File: config.mk
export PLATFORM = sky130hd
export DESIGN_NAME = alu_result_select
export DESIGN_NICKNAME = d
export VERILOG_FILES = /design/src/rtl/cpu_alu_pkg.sv /design/src/rtl/alu_result_select.sv
export SDC_FILE = /design/constraint.sdc
export NUM_CORES = 1
export LEC_CHECK = 0
export CAP_MARGIN = 20
export CELL_PAD_IN_SITES_DETAIL_PLACEMENT = 0
export CELL_PAD_IN_SITES_GLOBAL_PLACEMENT = 1
export CORE_MARGIN = 2
export CORE_UTILIZATION = 23
export CTS_BUF_LIST = sky130_fd_sc_hd__clkbuf_8
export DETAILED_ROUTE_END_ITERATION = 8
export GPL_TIMING_DRIVEN = 0
export PLACE_DENSITY = 0.82
export REMOVE_ABC_BUFFERS = 1
export SLEW_MARGIN = 10
export SYNTH_ARGS = -nofsm -noshare
export SYNTH_HDL_FRONTEND = slang
export SYNTH_SLANG_ARGS = --single-unit
File: constraint.sdc
create_clock -name clk -period 1.75 [get_ports clk]
set_input_delay 0.525 -clock clk [delete_from_list [all_inputs] [get_ports clk]]
set_output_delay 0.525 -clock clk [all_outputs]
set_load 0.005 [all_outputs]
File: src/rtl/cpu_alu_pkg.sv
// Shared definitions for the 24-bit CPU ALU: default data width,
// operation selector codes and the result-selector FSM encoding.
package cpu_alu_pkg;

  // Default data width of the CPU datapath.
  localparam int ALU_WIDTH = 24;

  // Operation selector codes, one per functional-unit result input.
  localparam logic [2:0] SEL_AND  = 3'd0;
  localparam logic [2:0] SEL_OR   = 3'd1;
  localparam logic [2:0] SEL_ADD  = 3'd2;
  localparam logic [2:0] SEL_LESS = 3'd3;
  localparam logic [2:0] SEL_MUL  = 3'd4;
  localparam logic [2:0] SEL_XOR  = 3'd5;

  // Result-selector FSM states.
  typedef enum logic [1:0] {
    IDLE     = 2'd0,
    WAIT_MUL = 2'd1,
    HOLD     = 2'd2
  } sel_state_e;

endpackage : cpu_alu_pkg

File: src/rtl/alu_result_select.sv
// Registered result selector at the ALU output. Picks one functional-unit
// result by sel, waits (with a watchdog) for the multi-cycle multiplier,
// and presents the result with zero/error flags behind valid/ready.
module alu_result_select
  import cpu_alu_pkg::*;
#(
  parameter int WIDTH       = ALU_WIDTH,
  parameter int NUM_IN      = 8,          // must be <= 2**SEL_W
  parameter int SEL_W       = 3,
  parameter int MUL_IDX     = int'(SEL_MUL),
  parameter int MUL_TIMEOUT = 15          // must be >= 1
) (
  input  logic                    clk,
  input  logic                    rst_n,
  input  logic                    in_valid,
  output logic                    in_ready,
  input  logic [SEL_W-1:0]        sel,
  input  logic [NUM_IN*WIDTH-1:0] op_data,
  input  logic                    mul_done,
  output logic                    out_valid,
  input  logic                    out_ready,
  output logic [WIDTH-1:0]        out_data,
  output logic                    out_zero,
  output logic                    out_err
);

  // Every encodable selector gets an entry so that indexing by sel is
  // always in range; unmapped entries read as zero.
  localparam int                 NUM_SEL  = 1 << SEL_W;
  localparam logic [SEL_W:0]     NUM_IN_S = (SEL_W + 1)'(NUM_IN);
  localparam logic [SEL_W-1:0]   MUL_SEL  = SEL_W'(MUL_IDX);
  localparam int                 CNT_W    = (MUL_TIMEOUT > 1) ? $clog2(MUL_TIMEOUT) : 1;
  localparam logic [CNT_W-1:0]   CNT_LAST = CNT_W'(MUL_TIMEOUT - 1);

  sel_state_e       state_reg;
  logic [WIDTH-1:0] data_reg;
  logic             zero_reg;
  logic             err_reg;
  logic             valid_reg;
  logic [CNT_W-1:0] cnt_reg;

  logic [WIDTH-1:0] slice_arr [NUM_SEL];
  logic [WIDTH-1:0] sel_slice;
  logic [WIDTH-1:0] mul_slice;
  logic             sel_mapped;
  logic             sel_is_mul;
  logic             accept;

  // Unflatten op_data into a selector-indexed table, zero-padding the
  // codes that have no functional unit behind them.
  generate
    for (genvar gi = 0; gi < NUM_SEL; gi++) begin : g_slice
      if (gi < NUM_IN) begin : g_mapped
        assign slice_arr[gi] = op_data[gi*WIDTH +: WIDTH];
      end else begin : g_unmapped
        assign slice_arr[gi] = '0;
      end
    end
  endgenerate

  assign sel_slice  = slice_arr[sel];
  assign mul_slice  = slice_arr[MUL_SEL];
  assign sel_mapped = ({1'b0, sel} < NUM_IN_S);
  assign sel_is_mul = (sel == MUL_SEL);

  // Ready depends only on state and out_ready, never on op_data or sel.
  always_comb begin
    in_ready = (state_reg == IDLE) || ((state_reg == HOLD) && out_ready);
  end

  assign accept = in_valid && in_ready;

  // FSM with registered result, flags and watchdog counter.
  always_ff @(posedge clk) begin
    if (!rst_n) begin
      state_reg <= IDLE;
      data_reg  <= '0;
      zero_reg  <= 1'b1;
      err_reg   <= 1'b0;
      valid_reg <= 1'b0;
      cnt_reg   <= '0;
    end else begin
      case (state_reg)
        IDLE, HOLD: begin
          if (accept) begin
            if (!sel_mapped) begin
              data_reg  <= '0;
              zero_reg  <= 1'b1;
              err_reg   <= 1'b1;
              valid_reg <= 1'b1;
              state_reg <= HOLD;
            end else if (sel_is_mul) begin
              valid_reg <= 1'b0;
              cnt_reg   <= '0;
              state_reg <= WAIT_MUL;
            end else begin
              data_reg  <= sel_slice;
              zero_reg  <= (sel_slice == '0);
              err_reg   <= 1'b0;
              valid_reg <= 1'b1;
              state_reg <= HOLD;
            end
          end else if ((state_reg == HOLD) && out_ready) begin
            valid_reg <= 1'b0;
            state_reg <= IDLE;
          end
        end
        WAIT_MUL: begin
          cnt_reg <= cnt_reg + 1'b1;
          // A completion in the last allowed cycle still counts as success.
          if (mul_done) begin
            data_reg  <= mul_slice;
            zero_reg  <= (mul_slice == '0);
            err_reg   <= 1'b0;
            valid_reg <= 1'b1;
            state_reg <= HOLD;
          end else if (cnt_reg == CNT_LAST) begin
            data_reg  <= '0;
            zero_reg  <= 1'b1;
            err_reg   <= 1'b1;
            valid_reg <= 1'b1;
            state_reg <= HOLD;
          end
        end
        default: begin
          valid_reg <= 1'b0;
          state_reg <= IDLE;
        end
      endcase
    end
  end

  assign out_valid = valid_reg;
  assign out_data  = data_reg;
  assign out_zero  = zero_reg;
  assign out_err   = err_reg;

endmodule : alu_result_select

==> results.py, run 1 <==
metrics = {
    "clock_tree": {
        "cts_buffer_depth": 2,
        "clk_pin_slew_ps": 80,
        "ctsHoldBuffers": 0,
        "clockRootBuffer": "clkbuf_8",
        "cts_tree": "yes",
        "insertion_delay_ps": 290,
        "cts.htree.levels": 2,
        "cts_sinks": 32,
        "cts_buffers": 5,
    },
    "sta": {
        "fin_skew_ps": 10.7,
        "relSlewSlack_pct": 55.9,
        "tightestPinTransition_ps": 661,
        "timing.final.ws_setup_ps": -196,
        "finalCritPeriodShare_pct": 111,
        "setup_viol": 4,
        "fin_crit_ps": 1950,
        "hold_violations": 0,
        "fmax_ghz": 0.514,
        "hold_ws_ps": 499,
        "report.final.slew_viol_count": 0,
        "rsz0062_at_grt": "true",
    },
    "placed_design": {
        "portBuffers": 227,
        "gp_congestion": 0.741,
        "dp.cells": 717,
        "dp_hpwl_mm": 10.8,
    },
    "layout": {
        "largest_reg_flops": 24,
        "fin_nets": 789,
        "drive_gt1_share_pct": 25.7,
        "num_antenna_cells": 0,
        "final_cells": 767,
        "syn_to_final_growth_pct": 101,
        "nFillCells": 1275,
    },
    "setup_path": {
        "critical_path.endpoint_type": "register",
        "cp.arrival_ps": 2170,
        "cp_top_family": "simple AND/OR/NAND/NOR gates",
        "cp.buffers_inverters": 1,
        "worst_path_max_delay_cell": "mux4_2",
        "worstPathMaxFanout": 2,
        "r2r_cells": 8,
        "critPathLaunchType": "primary input",
        "path_cells": "clkdlybuf4s50_1, mux4_2, nor2_4, a221oi_4, nor4_4, nand4_1, o21ai_1",
        "slowest_delay_ps": 500,
        "worst-setup-path-type": "primary input to register",
        "worst_ep_required_time_ps": 1970,
        "cp.depth": 7,
    },
    "yosys": {
        "synth_seq_cells": 32,
        "synth_cell_type_count": 35,
        "ys_seq_area_share_pct": 19.8,
        "postSynthCellCount": 340,
        "netlist_area_mm2": 0.00324,
        "yosys_warnings": 0,
        "syn_area_per_cell_um2": 9.54,
    },
    "drt": {
        "drtPass1Iterations": 4,
        "drc": 0,
        "vias": 3992,
        "drt-total-wl_mm": 15.9,
        "postRouteAntennaNets": 0,
        "wl_per_cell_um": 20.7,
        "viasPerCell": 5.20,
        "drt-initial-drc-count": 297,
    },
    "global_route": {
        "antenna_found_initial": 0,
        "grt.overflow.total": 0,
        "grt_pass1_vias": 4012,
        "grt_pass1_wl_mm": 22.5,
        "grt_max_degree": 34,
        "grtUsageTotal_pct": 19.8,
    },
    "die": {
        "ios": 228,
        "rows": 43,
        "coreArea_mm2": 0.0138,
        "die_h_um": 123,
        "dieArea_mm2": 0.0151,
        "die-width_um": 123,
        "initial_core_util_pct": 23.5,
    },
    "worst_hold_path": {
        "min_delay_path_depth": 1,
        "worstHoldPathType": "register to register",
    },
    "pwr": {
        "ir_worst_vdd_v": 0.000182,
        "p_leak_nw": 2.85,
        "power_density_mw_per_mm2": 443,
    },
    "outcome": {
        "status": "finished, violations left",
        "violations": "setup timing",
    },
    "job": {
        "maxCapViolations": 0,
    },
}
[layer usage]
metal / global-route usage [%] / wire (um) / vias up
li1: - / - / 1846
met1: 23.7 / 6240 / 1950
met2: 37.3 / 8460 / 179
met3: 2.74 / 974 / 17
met4: 3.66 / 184 / 0
met5: 0 / 0 / -
[cell usage in the layout, fill, tap and decap left out, drive strengths merged, types with 3 or more instances in the layout]
master	count
o211ai	6
nand2	25
nand2b	3
a21oi	3
dlymetal6s2s	16
and2	3
o211a	25
clkdlybuf4s50	176
inv	5
dlygate4sd2	28
o21ai	8
nor2b	3
nor3b	3
nor4	12
dfxtp	32
nor2	29
buf	50
a31oi	3
a221oi	19
mux2i	43
mux4	29
nand3	45
clkbuf	6
[cell usage after synthesis]
master,number,area [um^2]
nand3_1,45,225
mux2i_1,43,430
dfxtp_1,32,641
mux4_2,29,653
nor2_1,26,97.6
nand2_1,25,93.8
o211a_1,25,250
a221oi_1,14,123
clkbuf_1,11,41.3
buf_2,10,50.1
nor4_1,9,56.3
buf_6,8,90.1
buf_4,6,45.0
o211ai_1,6,45.0
a221oi_2,5,75.1
inv_1,5,18.8
o21ai_0,4,20.0
o21ai_1,4,20.0
a21oi_1,3,15.0
a31oi_1,3,18.8
and2_1,3,18.8
nor2b_1,3,18.8
nor4_2,3,37.5
ha_1,2,25.0
nand2b_1,2,12.5
nand4_1,2,12.5
nor2_2,2,12.5
nor3b_1,2,15.0
o21a_1,2,15.0
a211oi_1,1,7.51
a21o_1,1,7.51
a311oi_4,1,26.3
and4_1,1,8.76
buf_1,1,3.75
nor3b_2,1,12.5
[worst paths after layout]
check        slack, ps      endpoint    startpoint
max               -200      out_zero   op_data[60]
min                500  out_data[22]  out_data[22]
max reg2reg        -50      out_zero  state_reg[1]
min reg2reg        500  out_data[22]  out_data[22]
[cell type report]
type	instances	area [um^2]	share of cell area (%)
well taps	180	225	3.45
multi-input cells	269	2650	40.5
repair buffers	274	2910	44.5
clock buffers	5	68.8	1.05
inverters	5	22.5	0.345
clock inverters	2	8.76	0.134
flip-flops and latches	32	649	9.95
[power breakdown]
part           internal [W]  switching, W  leakage, nW
Clock              0.000265      0.000294       0.0452
Combinational      0.000942      0.000565         2.54
Sequential         0.000790     0.0000386        0.266
[timing repair]
item                                    in CTS  in global routing
endpoints found under the setup margin      34                 29
setup buffers                               26                 12
pin swaps                                   18                 28
gates resized for setup                     95                 45
cloned                                       4                  2
[kinds of logic after synthesis]
kind of cell    after synthesis  share of synthesized area (%)
fa+ha+maj                     2                          0.771
simple gates                124                           19.2
mux                          72                           33.4
compound gates               69                           19.2
flops                        32                           19.8
buf+inv                      41                           7.68
[through the flow]
stage                     worst slack, ps  util (%)  TNS, ps  instance area (um^2)  power (W)
after floorplan                     -1470         -   -37530                  3010    0.00128
after global placement              -5380      39.9  -156100                  5510    0.00208
after detailed placement            -1580      40.6   -37420                  5620    0.00210
after CTS                            -185      45.1     -283                  6240    0.00283
after global routing                 -246      47.2     -674                  6530    0.00306
final                                -196      47.2     -305                  6530    0.00289
No activity file was read; power rests on OpenSTA's default activity.
==> inputs of run 2 (changes only) <==
--- a/config.mk
+++ b/config.mk
@@ -8,9 +8,10 @@
 export CAP_MARGIN = 20
 export CELL_PAD_IN_SITES_DETAIL_PLACEMENT = 0
 export CELL_PAD_IN_SITES_GLOBAL_PLACEMENT = 1
-export CORE_MARGIN = 2
+export CORE_MARGIN = 1
 export CORE_UTILIZATION = 23
 export CTS_BUF_LIST = sky130_fd_sc_hd__clkbuf_8
+export CTS_CLUSTER_DIAMETER = 60
 export DETAILED_ROUTE_END_ITERATION = 8
 export GPL_TIMING_DRIVEN = 0
 export PLACE_DENSITY = 0.82
==> run 2 against run 1 <==
  * Largest power group unchanged
  * Clock-buffer cell count is the same
  * Setup slack lost 19 ps
  * Die area shrank 3.2%
  * Via count grew 2.0%
  * The flow still finishes with violations (setup timing)
  * Highest routed layer unchanged
==> results.py, run 2 (synthesis results as in run 1) <==
metrics = {
    "die": {
        "rows": 43,
        "ios": 228,
        "dieArea_mm2": 0.0146,
        "die_h_um": 121,
        "initial_core_util_pct": 23.5,
        "coreArea_mm2": 0.0138,
        "die-width_um": 121,
    },
    "drt": {
        "viasPerCell": 5.15,
        "drtPass1Iterations": 4,
        "postRouteAntennaNets": 0,
        "wl_per_cell_um": 19.9,
        "vias": 4073,
        "drt-total-wl_mm": 15.7,
        "drc": 0,
        "drt-initial-drc-count": 226,
    },
    "layout": {
        "drive_gt1_share_pct": 28.5,
        "syn_to_final_growth_pct": 110,
        "final_cell_mix": "clkdlybuf4s50_1 (166), buf_4 (49), nand3_1 (44)",
        "num_antenna_cells": 0,
        "fin_nets": 812,
        "largest_reg_flops": 24,
        "final_common_cell": "clkdlybuf4s50_1",
    },
    "clock_tree": {
        "clk_pin_slew_ps": 80,
        "cts_sinks": 32,
        "clockRootBuffer": "clkbuf_8",
        "cts.htree.levels": 2,
        "ctsHoldBuffers": 0,
        "cts_buffers": 5,
        "cts_tree": "yes",
        "insertion_delay_ps": 280,
        "cts_buffer_depth": 2,
    },
    "sta": {
        "setup_tns_ps": -264,
        "rsz0062_at_grt": "true",
        "hold_violations": 0,
        "report.final.slew_viol_count": 0,
        "setup_viol": 4,
        "finalCritPeriodShare_pct": 112,
        "fin_crit_ps": 1960,
        "relSlewSlack_pct": 53.0,
        "fin_skew_ps": 13.3,
        "timing.final.ws_setup_ps": -215,
        "tightestPinTransition_ps": 704,
        "fmax_ghz": 0.509,
    },
    "pwr": {
        "switchingPower_w": 0.000926,
        "switching_share_pct": 29.8,
        "p_int_w": 0.00218,
        "power_density_mw_per_mm2": 457,
        "p_leak_nw": 3.04,
        "clock_power_share_pct": 23.5,
        "seqPwrFrac_pct": 26.7,
        "p_comb_share_pct": 49.8,
        "ir_worst_vdd_v": 0.000330,
        "p_total_w": 0.00311,
    },
    "setup_path": {
        "cp.depth": 6,
        "worst-setup-path-type": "primary input to register",
        "cp.arrival_ps": 2190,
        "critPathLaunchType": "primary input",
        "worst_ep_required_time_ps": 1980,
        "worst_path_max_delay_cell": "clkdlybuf4s50_1",
        "cp.buffers_inverters": 1,
        "cp_top_family": "multiplexers",
        "slowest_delay_ps": 480,
        "worstPathMaxFanout": 3,
        "critical_path.endpoint_type": "register",
        "path_cells": "clkdlybuf4s50_1, mux4_2, mux2i_1, and4_1, nand3_1, o21ai_1",
        "r2r_cells": 9,
    },
    "global_route": {
        "grt_pass1_wl_mm": 21.8,
        "grtUsageTotal_pct": 19.5,
        "grt_max_degree": 34,
        "antenna_found_initial": 0,
        "grt_pass1_vias": 3977,
        "grt.overflow.total": 0,
    },
    "placed_design": {
        "dp_hpwl_mm": 10.6,
        "gp_congestion": 0.772,
        "portBuffers": 227,
    },
    "worst_hold_path": {
        "worstHoldPathType": "register to register",
        "min_delay_path_depth": 1,
    },
    "outcome": {
        "status": "finished, violations left",
        "violations": "setup timing",
    },
    "job": {
        "maxCapViolations": 0,
    },
}
run 2: cell count changes in the layout (fill, tap and decap cells not counted), sizes merged, moves of 3 or more:
cell	change
clkdlybuf4s50	-10
clkbuf	+3
dlymetal6s2s	+6
buf	+20
dlygate4sd2	+6
run 2: worst register-to-register path, stage by stage (launching register included):
cell and delay (ps):
dfxtp_2 350, inv_1 70, ha_2 200, a311oi_4 370, nor3b_4 90, buf_12 160
buf_12 150, o21a_1 170, nand4_1 90, o21ai_1 60
run 2: path summary, 6_finish.rpt:
check        slack, ps   startpoint           to
min                500  out_data[8]  out_data[8]
min reg2reg        500  out_data[8]  out_data[8]
max reg2reg        -30   cnt_reg[0]     out_zero
max               -210  op_data[99]     out_zero
run 2: layout make-up:
cell class,instances,area (um^2)
inverters,5,26.3
multi-input cells,269,2690
fillers,1272,7020
clock buffers,5,68.8
repair buffers,297,3110
flip-flops and latches,32,651
clock inverters,3,38.8
well taps,180,225
run 2: stage by stage:
step                      util [%]  area, um^2  hold WS [ps]  setup WS [ps]  cells
final                         49.2        6810           504           -215    791
after global routing          49.2        6810           523           -215    791
after detailed placement      40.8        5640           487          -1550    718
after floorplan                  -        3010           469          -1470    304
after global placement        39.9        5510           482          -5320    711
after CTS                     44.7        6180           506           -178    752
run 2: power groups by stage:
| stage | Combinational (W) | Clock, W | Sequential [W] |
|---|---|---|---|
| floorplan | 0.000434 | 0 | 0.000847 |
| global placement | 0.00123 | 0 | 0.000843 |
| detailed placement | 0.00125 | 0 | 0.000847 |
| CTS | 0.00138 | 0.000749 | 0.000829 |
| global route | 0.00165 | 0.000800 | 0.000837 |
| finish | 0.00155 | 0.000731 | 0.000829 |
run 2: timing repair:
| item | CTS | global route |
|---|---|---|
| resized for setup | 95 | 59 |
| buffers inserted | 23 | 36 |
| cloned | 3 | 4 |
| endpoints found under the setup margin | 34 | 32 |
| pin swaps | 22 | 20 |
run 2: metal layers:
layer,GRT usage [%],share of wire [%]
met5,0,0
met4,3.09,0.72
met3,3.58,6.2
met2,36.8,53
met1,23.0,40
==> variant (config.mk and constraints of run 1) <==
`MUL_TIMEOUT`: 15 -> 16.
--- a/src/rtl/alu_result_select.sv
+++ b/src/rtl/alu_result_select.sv
@@ -9,5 +9,5 @@
   parameter int SEL_W       = 3,
   parameter int MUL_IDX     = int'(SEL_MUL),
-  parameter int MUL_TIMEOUT = 15          // must be >= 1
+  parameter int MUL_TIMEOUT = 16          // must be >= 1
 ) (
   input  logic                    clk,
Behaviour: no difference found for any inputs over 10 cycles, from zero or initial values and one cycle with rst_n low; that may be too few to reach the edited logic, so the function may still have changed.
==> variant against run 1 <==
  * Sequential cell count stayed put
  * Critical endpoint unchanged
  * Wire length is 1.5% lower
  * Total power up 11%
  * Critical path type unchanged
  * The flow still finishes with violations (setup timing)
  * Non-clock buffer count is 19 lower
  * Worst setup slack got worse by 0.095 ns
  * Synthesized area down 3.0%
  * Global-route usage increased by 0.48 points
  * Clock skew down 0.0079 ns
  * Synthesized cell count is 2.1% higher
  * Design area shrank 1.5%
  * Utilization up 1.2 points
  * Via count decreased by 0.75%
  * Highest routed layer unchanged
  * Sequential share of layout area rose by 0.13 points
==> variant: results <==
# TYPE chip_impl_metric gauge
chip_impl_metric{name="globalRouteMet1Util",unit="%"} 23.3
chip_impl_metric{name="multi_input_cells",unit=""} 283
chip_impl_metric{name="layout.non_clock_inverters",unit=""} 3
chip_impl_metric{name="numPlacedInstances",unit=""} 718
chip_impl_metric{name="post_route_setup_tns",unit="ns"} -2.30
chip_impl_metric{name="synth_cell_types",unit=""} 45
chip_impl_metric{name="wl_met2",unit="um"} 8160
chip_impl_metric{name="globalRouteMet3Util",unit="%"} 4.93
chip_impl_metric{name="power.static_leakage",unit="nW"} 2.51
chip_impl_metric{name="groute.layer.met2.usage",unit="%"} 38.1
chip_impl_metric{name="max_stage_delay",unit="ns"} 0.46
chip_impl_metric{name="global_route_wire_length_before_repair",unit="um"} 22500
chip_impl_metric{name="clockBufferCount",unit=""} 7
chip_impl_metric{name="vdd_drop_max",unit="mV"} 0.252
chip_impl_metric{name="multi_input_area_share",unit="%"} 42.5
chip_impl_metric{name="fin_nets",unit=""} 781
chip_impl_metric{name="detail_route.iter0.violations",unit=""} 221
chip_impl_metric{name="crit_arrival",unit="ns"} 2.27
chip_impl_metric{name="report.final.setup_viol",unit=""} 24
chip_impl_metric{name="grt_max_degree",unit=""} 31
chip_impl_metric{name="gr-usage-all-layers",unit="%"} 20.3
chip_impl_metric{name="area.sequential",unit="um^2"} 648
chip_impl_metric{name="dr_total_vias",unit=""} 3962
chip_impl_metric{name="detail_route.wirelength",unit="um"} 15600
chip_impl_metric{name="layout_cell_share_with_drive_strength_beyond_1",unit="%"} 28.9
chip_impl_info{name="violations",value="setup timing"} 1
chip_impl_info{name="run_status",value="finished with violations"} 1
chip_impl_metric{name="antenna_violations_before_repair",unit=""} 2
chip_impl_metric{name="layout_setup_ws",unit="ns"} -0.291
variant: worst paths after layout:
check                from      endpoint  slack (ns)  cells after the start
max           op_data[85]      out_zero       -0.29                      7
min          out_data[11]  out_data[11]        0.49                      2
max reg2reg  state_reg[1]   out_data[1]       -0.07                      6
min reg2reg  out_data[11]  out_data[11]        0.49                      2
variant: logic make-up after synthesis:
group                      share of synthesized area [%]
muxes                                               34.8
and+or+nand+nor                                     20.4
AOI/OAI and AO/OA                                   17.2
buffers and inverters                               6.84
DFF                                                 20.4
adders and majority gates                          0.398
variant: power groups by stage:
stage / logic (mW) / clock network, mW / registers, mW
2_1_floorplan: 0.461 / 0 / 0.857
6_report: 1.55 / 0.806 / 0.852
3_3_place_gp: 1.28 / 0 / 0.854
5_1_grt: 1.65 / 0.842 / 0.861
4_1_cts: 1.48 / 0.817 / 0.852
3_5_place_dp: 1.28 / 0 / 0.860
variant: repair_timing:
item	in CTS	in global routing
setup endpoints to repair	34	35
buffers inserted	17	7
pin swaps	43	16
resized for setup	142	42
cloned	7	1
